$ cat src/rtl/flight_attendant_call_arbiter.sv
// Cabin call controller: per-seat call lights plus a round-robin dispatcher to one attendant.
// Optional offer-timeout escalation is built only when CALL_ESCALATE_EN is defined.
module flight_attendant_call_arbiter #(
    parameter int NUM_SEATS  = 8,
    parameter int IDX_W      = 3,
    parameter int ESC_CYCLES = 1000
) (
    input  logic                 clk,
    input  logic                 rst_n,
    input  logic [NUM_SEATS-1:0] call_button,
    input  logic [NUM_SEATS-1:0] cancel_button,
    input  logic                 attendant_ready,
    input  logic                 attendant_done,
    output logic [NUM_SEATS-1:0] seat_light,
    output logic                 dispatch_valid,
    output logic [IDX_W-1:0]     dispatch_seat,
    output logic                 busy,
    output logic                 escalate
);

    localparam int SEL_W = $clog2(NUM_SEATS);

    if (NUM_SEATS < 2 || (1 << IDX_W) < NUM_SEATS || ESC_CYCLES < 1) begin : g_param_check
        $error("flight_attendant_call_arbiter: illegal parameter combination");
    end

    typedef enum logic [1:0] {IDLE = 2'd0, OFFER = 2'd1, SERVICE = 2'd2} state_t;

    state_t               state_q, state_d;
    logic [NUM_SEATS-1:0] light_q, light_d;
    logic [IDX_W-1:0]     last_grant_q, last_grant_d;
    logic [IDX_W-1:0]     seat_q, seat_d;
    logic                 valid_q, valid_d;
    logic                 busy_q, busy_d;
    logic                 pick_found;
    logic [IDX_W-1:0]     pick_idx;
    logic                 transfer;
    logic                 offer_cancel;

    assign transfer     = (state_q == OFFER) && attendant_ready;
    assign offer_cancel = (state_q == OFFER) && !attendant_ready && !light_d[SEL_W'(seat_q)];

    // The seat being handed over or in service is pinned on; everyone else latches normally.
    for (genvar gi = 0; gi < NUM_SEATS; gi++) begin : g_seat
        logic served;
        assign served = (seat_q == IDX_W'(gi)) && ((state_q == SERVICE) || transfer);
        assign light_d[gi] = served
            ? ((state_q == SERVICE && attendant_done) ? call_button[gi] : 1'b1)
            : (call_button[gi] | (~cancel_button[gi] & light_q[gi]));
    end

    always_comb begin
        int cand;
        pick_found = 1'b0;
        pick_idx   = '0;
        cand       = 0;
        for (int k = 1; k <= NUM_SEATS; k++) begin
            cand = (int'(last_grant_q) + k) % NUM_SEATS;
            if (!pick_found && light_q[SEL_W'(cand)]) begin
                pick_found = 1'b1;
                pick_idx   = IDX_W'(cand);
            end
        end
    end

    always_ff @(posedge clk or negedge rst_n) begin
        if (!rst_n) begin
            state_q      <= IDLE;
            light_q      <= '0;
            last_grant_q <= IDX_W'(NUM_SEATS - 1);
            seat_q       <= '0;
            valid_q      <= 1'b0;
            busy_q       <= 1'b0;
        end else begin
            state_q      <= state_d;
            light_q      <= light_d;
            last_grant_q <= last_grant_d;
            seat_q       <= seat_d;
            valid_q      <= valid_d;
            busy_q       <= busy_d;
        end
    end

    always_comb begin
        state_d = state_q;
        case (state_q)
            IDLE:    if (pick_found) state_d = OFFER;
            OFFER: begin
                if (attendant_ready)   state_d = SERVICE;
                else if (offer_cancel) state_d = IDLE;
            end
            SERVICE: if (attendant_done) state_d = IDLE;
            default: state_d = IDLE;
        endcase
    end

    always_comb begin
        seat_d       = seat_q;
        valid_d      = valid_q;
        busy_d       = busy_q;
        last_grant_d = last_grant_q;
        case (state_q)
            IDLE: begin
                if (pick_found) begin
                    seat_d  = pick_idx;
                    valid_d = 1'b1;
                end
            end
            OFFER: begin
                if (attendant_ready) begin
                    valid_d = 1'b0;
                    busy_d  = 1'b1;
                end else if (offer_cancel) begin
                    valid_d = 1'b0;
                end
            end
            SERVICE: begin
                if (attendant_done) begin
                    busy_d       = 1'b0;
                    last_grant_d = seat_q;
                end
            end
            default: begin
                valid_d = 1'b0;
                busy_d  = 1'b0;
            end
        endcase
    end

    assign seat_light     = light_q;
    assign dispatch_valid = valid_q;
    assign dispatch_seat  = seat_q;
    assign busy           = busy_q;

`ifdef CALL_ESCALATE_EN
    localparam int CNT_W = $clog2(ESC_CYCLES + 1);

    logic [CNT_W-1:0] esc_cnt_q, esc_cnt_d;
    logic             escalate_q, escalate_d;

    // OFFER is only entered from IDLE, so holding the count at zero there clears it on entry.
    always_comb begin
        esc_cnt_d  = esc_cnt_q;
        escalate_d = 1'b0;
        if (state_q == IDLE) begin
            esc_cnt_d = '0;
        end else if (state_q == OFFER && state_d == OFFER) begin
            if (esc_cnt_q != CNT_W'(ESC_CYCLES)) esc_cnt_d = esc_cnt_q + 1'b1;
            escalate_d = (esc_cnt_d == CNT_W'(ESC_CYCLES));
        end
    end

    always_ff @(posedge clk or negedge rst_n) begin
        if (!rst_n) begin
            esc_cnt_q  <= '0;
            escalate_q <= 1'b0;
        end else begin
            esc_cnt_q  <= esc_cnt_d;
            escalate_q <= escalate_d;
        end
    end

    assign escalate = escalate_q;
`else
    assign escalate = 1'b0;
`endif

endmodule

$ cat config.mk
export PLATFORM = sky130hd
export DESIGN_NAME = flight_attendant_call_arbiter
export DESIGN_NICKNAME = d
export VERILOG_FILES = /design/src/rtl/flight_attendant_call_arbiter.sv
export SDC_FILE = /design/constraint.sdc
export NUM_CORES = 1
export LEC_CHECK = 0
export ABC_CLOCK_PERIOD_IN_PS = 7200
export BUFFER_PORTS_ARGS = -buffer_cell sky130_fd_sc_hd__buf_2
export CORE_MARGIN = 2
export CORE_UTILIZATION = 59
export DETAILED_ROUTE_END_ITERATION = 12
export PLACE_DENSITY_LB_ADDON = 0.05
export SYNTH_ARGS = -nofsm -noshare
export SYNTH_HDL_FRONTEND = slang
export SYNTH_SLANG_ARGS = --single-unit
export TNS_END_PERCENT = 1
$ cat constraint.sdc
create_clock -name clk -period 7.2 [get_ports clk]
set_input_delay 1.44 -clock clk [delete_from_list [all_inputs] [get_ports clk]]
set_output_delay 1.44 -clock clk [all_outputs]
set_load 0.02 [all_outputs]
Word-level counts from Yosys, hierarchy flattened
Index checks and enable logic that the tools add are counted.
W data, S select, Z words.
{"block": "totals", "register_bits": 18}
{"block": "classes", "addsub": 8, "magnitude_cmp": 9, "eq_ne": 13, "n_mux": 70, "n_bitwise": 26, "reduce_logical": 36}
{"op": "$mux W1", "n": 46}
{"op": "$lt A3 B5 Y1 const B", "n": 8}
{"op": "$bmux W1 S3", "n": 9}
{"op": "$mux W3", "n": 8}
{"op": "$logic_and A1 B1 Y1", "n": 19}
{"op": "$add A3 B3 Y3 const B", "n": 4}
{"op": "$eq A3 B3 Y1 const B", "n": 4}
{"op": "$not A1 Y1", "n": 10}
{"op": "$logic_not A1 Y1", "n": 9}
{"op": "$reduce_and A3 Y1", "n": 3}
{"op": "$and A1 B1 Y1", "n": 8}
{"op": "$mux W2", "n": 4}
{"op": "$or A1 B1 Y1", "n": 8}
{"op": "$add A3 B1 Y3 const B", "n": 2}
{"op": "$add A3 B2 Y3 const B", "n": 2}
{"op": "$eq A3 B2 Y1 const B", "n": 2}
{"op": "$ne A2 B2 Y1 const B", "n": 3}
{"op": "$pmux W1 S3", "n": 2}
{"op": "$pmux W2 S3", "n": 1}
{"op": "$lt A3 B4 Y1 const B", "n": 1}
{"op": "$reduce_and A2 Y1", "n": 2}
{"op": "$eq A3 B1 Y1 const B", "n": 1}
{"op": "$logic_not A3 Y1", "n": 1}
{"op": "$ne A3 B3 Y1 const B", "n": 1}
{"op": "other kinds (4)", "n": 4}

Depth between registers and ports, before layout
Gate-level depths: netlist (run 1).
{"block": "depth", "ltp_word": 28, "mapped_depth": 12}

Least setup slack after synthesis (run 1)
No wires, ideal clock.
{"block": "synth_timing", "kind": "register to register", "start": "register last_grant_q[1]", "end": "register seat_q[1] (netlist: dispatch_seat[1])", "t_arrival_ps": 2858, "path_slack_ps": 4197, "stages_incl_launch_ff": 13, "synth_period_minus_slack_ps": 3003, "path_cell_list": "dfstp_2 buf_6 buf_8 bufinv_8 ha_1 buf_6 mux4_2 mux2i_4 nand4_2 nor2_1 a311oi_2 o21ai_1 a41oi_1"}
{"block": "synth_via", "elab_chain_cells": 27, "elab_cells_between_ends": 63}
{"element": "from (decl)", "line_no": "31", "text": "logic [IDX_W-1:0] last_grant_q, last_grant_d;"}
{"element": "from (signal assigned)", "line_no": "70", "text": "last_grant_q <= IDX_W'(NUM_SEATS - 1);"}
{"element": "from (signal assigned)", "line_no": "77", "text": "last_grant_q <= last_grant_d;"}
{"element": "$add A3 B1 Y3", "line_no": "58", "text": "cand = (int'(last_grant_q) + k) % NUM_SEATS;"}
{"element": "$bmux W1 S3", "line_no": "59", "text": "if (!pick_found && light_q[SEL_W'(cand)]) begin"}
{"element": "$mux W1 (not written as such) (2 in series)", "line_no": "59"}
{"element": "$mux W1", "line_no": "59"}
{"element": "$logic_not A1 Y1", "line_no": "59"}
{"element": "$logic_and A1 B1 Y1", "line_no": "59"}
{"element": "$mux W1", "line_no": "59"}
{"element": "$logic_not A1 Y1", "line_no": "59"}
{"element": "[10 not listed]"}
{"element": "$mux W1", "line_no": "59"}
{"element": "$logic_not A1 Y1", "line_no": "59"}
{"element": "$logic_and A1 B1 Y1", "line_no": "59"}
{"element": "$mux W1", "line_no": "59"}
{"element": "$logic_not A1 Y1", "line_no": "59"}
{"element": "$logic_and A1 B1 Y1", "line_no": "59"}
{"element": "$mux W1", "line_no": "59"}
{"element": "$reduce_and A2 Y1 (no source line)"}
{"element": "to (signal assigned)", "line_no": "78", "text": "seat_q <= seat_d;"}
{"element": "to (decl)", "line_no": "32", "text": "logic [IDX_W-1:0] seat_q, seat_d;"}
Several ways; a longest one is shown, not always the timed one. The select of a mux whose other input is x is not followed.
A chain may end at the register's enable or synchronous reset.

Worst setup path in the final report (run 1)
Ends and elaborated chain as after synthesis.

==> run metrics, run 1 <==
Syn Nets=232; total gr overflow=0; area leader, netlist=dfrtp_1; Final Hold Vio Count=0; RD Place Congestion=0.859; Remaining DRCs=0; max cap viols=0; RSZ-0062 raised after global routing=false; Synth-to-Final Area Change=6.70%; Pwr Density=506 nW/um^2; routed vias/inst=6.60; GR Layer Usage met1=38.6%; nets=between 200 and 300; EDFF count, synth=0; proportion of layout cells with a drive suffix above 1=26.9%; Max clock buf depth=2; Slew headroom=64.7%; post-synthesis cell type count=59; post-route core utilization=67.5%; # diodes=0; Total Routing Usage GR=~29%; worst-path cell chain=bufinv_8, ha_1, mux4_2, mux2i_4, nand4_2, nor2_1, a311oi_2, o21ai_1, a41oi_1; clock latency on the worst-skew pair=0.30 ns; GR met2 Demand/Resource=a little under half; crit end category=register; XOR/XNOR Fraction of Synth Area=between 2 and 2.5%; Yosys Warn Count=0; Synth Area in Adders=1.28%; detailed-route via count=about 1800; top post-synthesis cells by area=dfrtp_1, mux4_2, mux2i_1; maximum VDD drop=0.254 mV; post-synthesis mux area share=~22%; asr flop ratio synth=100%; Setup-failing EPs final=0; Starting DRT DRC Count=~160; Fillers=289; slowest CP cell=dfstp_2; compound-cell area share of the yosys netlist=roughly 25%; P_leak=0.866 nW; Final Skew=0.00273 ns; crit share post-route=47.5%; DIE WIDTH=61.7 um; hpwl dp=~3800 um; met3 usage=roughly 2.5%; Worst EP arrival=3.58 ns; Final ANT Viol Nets=0; WL final=4970 um; total negative slack=0 ns; Mapped Cells=210; largest family of logic cells by synthesized area=compound AO/OA/AOI/OAI gates; Initial Util=63.2%; post-synth top area share=19.1%; number of cell rows=20; Core Region=3100 um^2; Final Slew Violations=0; hold buffer count at CTS=0; Worst Hold Class=reg -> reg; global route hottest layer=met2; H-tree lvl count=1; Post-CTS Setup Repair Bufs=0; Req. time, crit path=7.37 ns; Die Height=61.7 um; largest net degree at the start of global routing=22; Mapped Area=1960 um^2; I/O Buffers=32; proportion of synthesized chip area in sequential cells=23.2%; prevailing post-synth register cell=dfrtp_1; # IOs=34; slowest stage delay, CP=0.83 ns; most frequent cells in the layout=buf_2, nand2_1, a21oi_1, dfrtp_1; Routed WL per cell=17.9 um; first-pass GRT wire length=7960 um; TritonCTS clock tree=yes; most common cell after layout, fill and taps aside=buf_2; CTS sink count=18; vias in the first global route=1691; Root Driver=clkbuf_4; largest fanout on the critical path=20; Die ar.=~3800 um^2; post-cts resize count=0; Clock transition at path regs=0.10 ns; Critical Path Source Type=register; Yosys reg bits=18; crit path kind=reg -> reg; Slew @ Worst Pin=0.515 ns; clock buffer count from CTS=3; DRT Pass-1 Iters=5; status=complete, no violations; Avg Synthesized Cell Area=9.34 um^2; Tmin final=3.42 ns; Synth Area in Simple Gates=16.7%; fmax=293 MHz; initial antenna violation count=0
-- sequential cells by signal, summed over array words and instances, names as in the netlist --
name            flops
seat_light          8
busy                1
state_q             2
dispatch_valid      1
last_grant_q        3
dispatch_seat       3
-- layout make-up --
cell class	instances	area [um^2]	share of cell area, %
tap	44	55.1	2.63
clock buffer	4	26.3	1.26
inverter	13	62.6	2.99
sequential	18	454	21.7
multi-input combinational	167	1340	63.8
timing repair buffer	32	160	7.65
-- path summary, 6_finish.rpt --
kind,startpoint,endpoint,slack (ns),cells past startpoint
worst max-delay path,last_grant_q[1],dispatch_seat[1],3.78,9
worst min-delay path,busy,busy,0.51,2
worst max register to register,last_grant_q[1],dispatch_seat[1],3.78,9
worst min register to register,busy,busy,0.51,2
max in group asynchronous,rst_n,last_grant_q[0],5.82,1
min in group asynchronous,rst_n,busy,1.05,1
-- critical path: cells and delay by family, from the launching register on --
family          cells  cell delay, ns
fa+ha+maj           1            0.41
compound gates      3            0.45
buf+inv             1            0.28
simple gates        2            0.43
flops               1            0.83
mux                 2            0.86
-- through the flow --
step / power, W / hold slack (ns) / cells / cell area, um^2 / setup slack, ns
after floorplan: 0.000876 / 0.568 / 210 / 1960 / 4.20
after detailed placement: 0.000992 / 0.492 / 274 / 2070 / 3.81
after global routing: 0.00114 / 0.582 / 278 / 2090 / 3.54
after CTS: 0.00105 / 0.517 / 278 / 2090 / 3.80
final: 0.00106 / 0.515 / 278 / 2090 / 3.78
after global placement: 0.000973 / 0.488 / 274 / 2070 / 3.94
-- where the power goes --
group	internal [W]	switching (W)	total [W]
Sequential	0.000143	0.000115	0.000259
Combinational	0.000331	0.000416	0.000747
Clock	0.0000216	0.0000324	0.0000541
-- cell usage after synthesis, types with 3 or more instances --
cell type and count:
a21oi_1 15, a221oi_1 3, a41oi_1 3, buf_6 4, clkbuf_1 4, dfrtp_1 15, dfstp_2 3, inv_1 11
mux2_2 5, mux2i_1 10, mux4_1 3, mux4_2 7, nand2_1 17, nand2b_1 5, nor2_1 14, nor2b_1 8
nor3_1 4, o211ai_1 4, o21ai_0 14, o21ai_1 5, o31ai_1 3
-- routing by layer --
layer | vias up | part of all wire, %
met5 | - | 0
met1 | 867 | 40
met3 | 15 | 7.1
met4 | 0 | 2.9
met2 | 102 | 50
li1 | 850 | -
-- cell families after synthesis --
kind of cell / Yosys count
compound gates: 72
flops: 18
simple gates: 62
buf+inv: 25
fa+ha+maj: 2
xor+xnor: 3
other cells: 1
mux: 27
Note: power is estimated with default switching activity, not from simulation.
==> inputs of run 2 (changes only) <==
ABC_CLOCK_PERIOD_IN_PS = 3300   (was 7200)
CORE_UTILIZATION = 57   (was 59)
clock period = 3.3 ns   (was 7.2 ns; I/O delays follow)
==> run 2 against run 1 <==
Compared with the run above: via count grew 0.55%; sequential share of layout area shrank 0.28 points; clock power grew to 2.5 times the previous value; non-clock buffer count grew 2; core utilization shrank 3.4 points; critical endpoint unchanged; largest cell class unchanged.
==> run metrics, run 2 (same netlist as run 1, synthesis figures left out) <==
status=complete, no violations; proportion of layout cells with a drive suffix above 1=28.0% (+1.0 points); hold buffer count at CTS=0 (unchanged); Fillers=305 (+5.5%); wire length on met3=361 um (+2.3%); Clock transition at path regs=0.10 ns (about the same); final instance area=2120 um^2 (+1.3%); worst-path cell chain=bufinv_8, ha_1, mux4_2, mux2i_4, nand4_2, nor2_1, a311oi_2, o21ai_1, a41oi_1; Slew headroom=65.7% (+1.0 points); Die Height=62.7 um (+1.6%); placed cell count=278 (+1.5%); Setup-failing EPs final=0 (unchanged); Core Region=3310 um^2 (+6.7%); vias in the first global route=1777 (+5.1%); Post-DP Area=2080 um^2 (+0.85%); Worst EP arrival=3.24 ns (-0.34 ns); Root Driver=clkbuf_4; largest net degree at the start of global routing=22 (unchanged); H-tree lvl count=1 (unchanged); # IOs=34 (unchanged); Worst setup startpoint=last_grant_q[1]; maximum VDD drop=0.414 mV (+63%); hpwl dp=3850 um (+2.0%); Final Skew=0.00447 ns (+0.00174 ns); routed vias/inst=6.54 (-0.88%); crit end category=register; worst r2r src=last_grant_q[1]; Starting DRT DRC Count=143 (-8.9%); WL final=5090 um (+2.3%); largest fanout on the critical path=8 (-60%); Largest delay share family, worst path=multiplexers; total negative slack=0 ns (unchanged); Initial Util=59.3% (-4.0 points); Critical Path Source Type=register; FF-to-FF path depth=9 (unchanged); fmax=324 MHz (+11%); clock latency on the worst-skew pair=0.30 ns (about the same); slowest stage delay, CP=0.62 ns (-0.21 ns); RSZ-0062 raised after global routing=false; initial antenna violation count=0 (unchanged); P_leak=0.882 nW (+1.8%); Synth-to-Final Area Change=8.10%; most common cell after layout, fill and taps aside=buf_2; Final Non-Filler Cells=282 (+1.4%); I/O Buffers=32 (unchanged); crit share post-route=93.4% (+46 points); RD Place Congestion=0.907 (+5.6%); Slew @ Worst Pin=0.500 ns (-0.0146 ns); total gr overflow=0 (unchanged); Routed met1 length=2020 um (+0.95%); DRT Pass-1 Iters=4 (-1); Worst Hold Class=in -> async; Remaining DRCs=0 (unchanged); Die ar.=3930 um^2 (+3.3%); WP depth=9 (unchanged); slowest CP cell=mux4_2; Largest register FFs=8 (unchanged); Req. time, crit path=3.46 ns (-3.91 ns); routed wl met2=2480 um (+0.24%); # diodes=0 (unchanged); most frequent cells in the layout=buf_2, nand2_1, a21oi_1, dfrtp_1; Final ANT Viol Nets=0 (unchanged); first-pass GRT wire length=8370 um (+5.1%); nets=259 (+0.78%); CTS sink count=18 (unchanged); DIE WIDTH=62.7 um (+1.6%); detailed-route via count=1844 (+0.55%); crit path kind=reg -> reg; Tmin final=3.08 ns (-0.334 ns); clock buffer count from CTS=3 (unchanged); top sig layer=met4; Pwr Density=1110 nW/um^2 (+120%); Hold Slack=0.276 ns (-0.238 ns); Routed WL per cell=18.0 um (+0.86%); Final Hold Vio Count=0 (unchanged); TritonCTS clock tree=yes; number of cell rows=21 (+5.0%); max cap viols=0 (unchanged); Max clock buf depth=2 (unchanged); post-cts resize count=0 (unchanged); Total Routing Usage GR=27.0% (-1.7 points); Final Slew Violations=0 (unchanged); worst path bufs/invs=1 (unchanged); Post-CTS Setup Repair Bufs=0 (unchanged)
run 2: path summary, 6_finish.rpt:
| kind | endpoint | slack [ns] |
|---|---|---|
| setup reg to reg | dispatch_seat[1] | 0.22 |
| max in group asynchronous | last_grant_q[0] | 2.70 |
| hold / removal | seat_light[3] | 0.28 |
| min in group clk | busy | 0.52 |
| setup / recovery | dispatch_seat[1] | 0.22 |
| hold reg to reg | busy | 0.52 |
run 2: cell type report:
class	instances	area [um^2]	area share [%]
multi-input cells	167	1340	62.9
repair buffers	34	175	8.26
inverters	13	62.6	2.95
flip-flops and latches	18	454	21.4
well taps	46	57.6	2.71
clock buffers	4	36.3	1.71
run 2: worst reg2reg max path, cell delays in order (launching register included):
cell and delay (ns):
dfstp_2 0.54, bufinv_8 0.19, ha_1 0.42, mux4_2 0.62, mux2i_4 0.25, nand4_2 0.17
nor2_1 0.27, a311oi_2 0.23, o21ai_1 0.19, a41oi_1 0.07
run 2: report_power, final:
part | internal, W | switching [W]
clock network | 0.0000673 | 0.0000699
registers | 0.000311 | 0.000185
logic | 0.000738 | 0.000980
run 2: metal layers:
layer / up-vias / GRT usage [%]
li1: 856 / -
met1: 871 / 33.2
met2: 97 / 46.2
met3: 20 / 2.70
met4: 0 / 15.3
met5: - / 0
run 2: per-stage QoR:
stage | power [W] | setup slack (ns) | util (%)
after floorplan | 0.00191 | 0.297 | -
after global placement | 0.00214 | 0.399 | 63.0
after detailed placement | 0.00219 | 0.248 | 63.0
after CTS | 0.00233 | 0.238 | 64.1
after global routing | 0.00255 | 0.0103 | 64.1
final | 0.00235 | 0.216 | 64.1
==> inputs of run 3 (changes only) <==
ABC_CLOCK_PERIOD_IN_PS = 3210   (was 3300)
CTS_CLUSTER_DIAMETER = 50   (was default)
PLACE_DENSITY = 0.79   (was default)
PLACE_DENSITY_LB_ADDON = default   (was 0.05)
clock period = 3.21 ns   (was 3.3 ns; I/O delays follow)
==> run 3 against run 2 <==
Compared with the run above: clock skew increased by 0.0033 ns; highest routed layer unchanged; wire length shrank 5.8%; largest power group unchanged; critical path type unchanged; total power is 2.6% higher.
==> run metrics, run 3 (same netlist as run 1, synthesis figures left out) <==
CTS sink count=18 (unchanged); FF+latch area=454 um^2 (unchanged); max cap viols=0 (unchanged); vias in the first global route=1740 (-2.1%); WL final=4790 um (-5.8%); reg-to-reg endpoint=dispatch_seat[1]; post-cts resize count=0 (unchanged); maximum VDD drop=0.516 mV (+24%); P_leak=0.887 nW (+0.58%); Worst EP arrival=3.17 ns (-0.07 ns); total gr overflow=0 (unchanged); fmax=333 MHz (+2.7%); clock buffer count from CTS=3 (unchanged); Final Non-Filler Cells=283 (+0.35%); H-tree lvl count=1 (unchanged); Max clock buf depth=2 (unchanged); initial antenna violation count=0 (unchanged); FF-to-FF path depth=9 (unchanged); Die ar.=3930 um^2 (unchanged); Synth-to-Final Area Change=8.48%; met3 usage=1.62% (-1.1 points); most common cell after layout, fill and taps aside=buf_2; Slew @ Worst Pin=0.563 ns (+0.0630 ns); number of cell rows=21 (unchanged); routed vias/inst=6.41 (-1.9%); Final Hold Vio Count=0 (unchanged); # IOs=34 (unchanged); TritonCTS clock tree=yes; placed cell count=279 (+0.36%); Final Skew=0.00772 ns (+0.00325 ns); final instance area=2130 um^2 (+0.35%); crit end category=register; Die Height=62.7 um (unchanged); detailed-route via count=1815 (-1.6%); status=complete, no violations; Tmin final=3.00 ns (-0.0800 ns); Final ANT Viol Nets=0 (unchanged); DIE WIDTH=62.7 um (unchanged); first-pass GRT wire length=8250 um (-1.5%); Slew headroom=61.4% (-4.3 points); hold buffer count at CTS=0 (unchanged); hpwl dp=3660 um (-5.0%); Initial Util=59.3% (unchanged); proportion of layout cells with a drive suffix above 1=28.3% (+0.30 points); worst r2r src=last_grant_q[1]; Overall Power=0.00241 W (+2.6%); GR Layer Usage met1=34.4% (+1.2 points); Multi-input gate area=1340 um^2 (unchanged); Starting DRT DRC Count=83 (-42%); Core Region=3310 um^2 (unchanged); global route hottest layer=met2; Fillers=304 (-0.33%); Setup-failing EPs final=0 (unchanged); Root Driver=clkbuf_4; Post-DP Area=2090 um^2 (+0.36%); crit share post-route=93.6% (+0.13 points); RSZ-0062 raised after global routing=false; nets=260 (+0.39%); Hold Slack=0.255 ns (-0.0211 ns); Remaining DRCs=0 (unchanged); Total Routing Usage GR=26.0% (-0.96 points); DRT Pass-1 Iters=4 (unchanged); RD Place Congestion=0.940 (+3.5%); Final Slew Violations=0 (unchanged); most frequent cells in the layout=buf_2, nand2_1, a21oi_1, dfrtp_1; clock latency on the worst-skew pair=0.30 ns (about the same); Largest register FFs=8 (unchanged); Critical Path Source Type=register; Req. time, crit path=3.38 ns (-0.08 ns); total negative slack=0 ns (unchanged); Pwr Density=1130 nW/um^2 (+2.2%); # diodes=0 (unchanged); largest net degree at the start of global routing=20 (-9.1%); reg2reg setup slack=0.21 ns (about the same); GR met2 Demand/Resource=44.4% (-1.9 points); Clock transition at path regs=0.11 ns (about the same); Worst Hold Class=in -> async; Routed WL per cell=16.9 um (-6.1%); largest fanout on the critical path=8 (unchanged); I/O Buffers=32 (unchanged); Post-CTS Setup Repair Bufs=0 (unchanged); crit path kind=reg -> reg
-- run 3: changes by cell type in the layout (fill, tap and decap cells not counted) --
cell,previous run,this run
buf_4,2,3
-- run 3: worst max-delay path: stages, from the launching register on --
cell      delay [ns]
dfstp_2         0.54
bufinv_8        0.18
ha_1            0.41
mux4_2          0.61
mux2i_4         0.25
nand4_2         0.17
nor2_1          0.27
a311oi_2        0.22
o21ai_1         0.17
a41oi_1         0.05
-- run 3: area by class of cell --
cell class | instances | area share, %
Inverter | 13 | 2.94
Clock buffer | 4 | 1.70
Multi-Input combinational cell | 167 | 62.7
Sequential cell | 18 | 21.3
Tap cell | 46 | 2.70
Timing Repair Buffer | 35 | 8.58
-- run 3: through the flow --
stage / util, % / setup WS (ns)
after CTS: 64.3 / 0.218
after detailed placement: 63.2 / 0.234
after global placement: 63.2 / 0.301
after global routing: 64.3 / 0.0111
final: 64.3 / 0.206
after floorplan: - / 0.207
-- run 3: report_power, final --
part           total [W]  switching, W  internal, W
logic            0.00179       0.00103     0.000764
registers       0.000478      0.000159     0.000319
clock network   0.000140     0.0000709    0.0000692
total            0.00241       0.00126      0.00115
-- run 3: how the worst max path moves through the flow --
stage,startpoint,endpoint,depth (start not counted)
2_1_floorplan,last_grant_q[1],dispatch_seat[1],12
3_3_place_gp,last_grant_q[1],dispatch_seat[1],8
3_5_place_dp,last_grant_q[1],dispatch_seat[1],9
4_1_cts,last_grant_q[1],dispatch_seat[1],9
5_1_grt,last_grant_q[1],dispatch_seat[1],9
6_report,last_grant_q[1],dispatch_seat[1],9
-- run 3: per-layer routing --
metal | share of wire [%] | vias to the layer above
li1 | - | 859
met1 | 42 | 868
met2 | 49 | 75
met3 | 6.1 | 13
met4 | 3.1 | 0
met5 | 0 | -
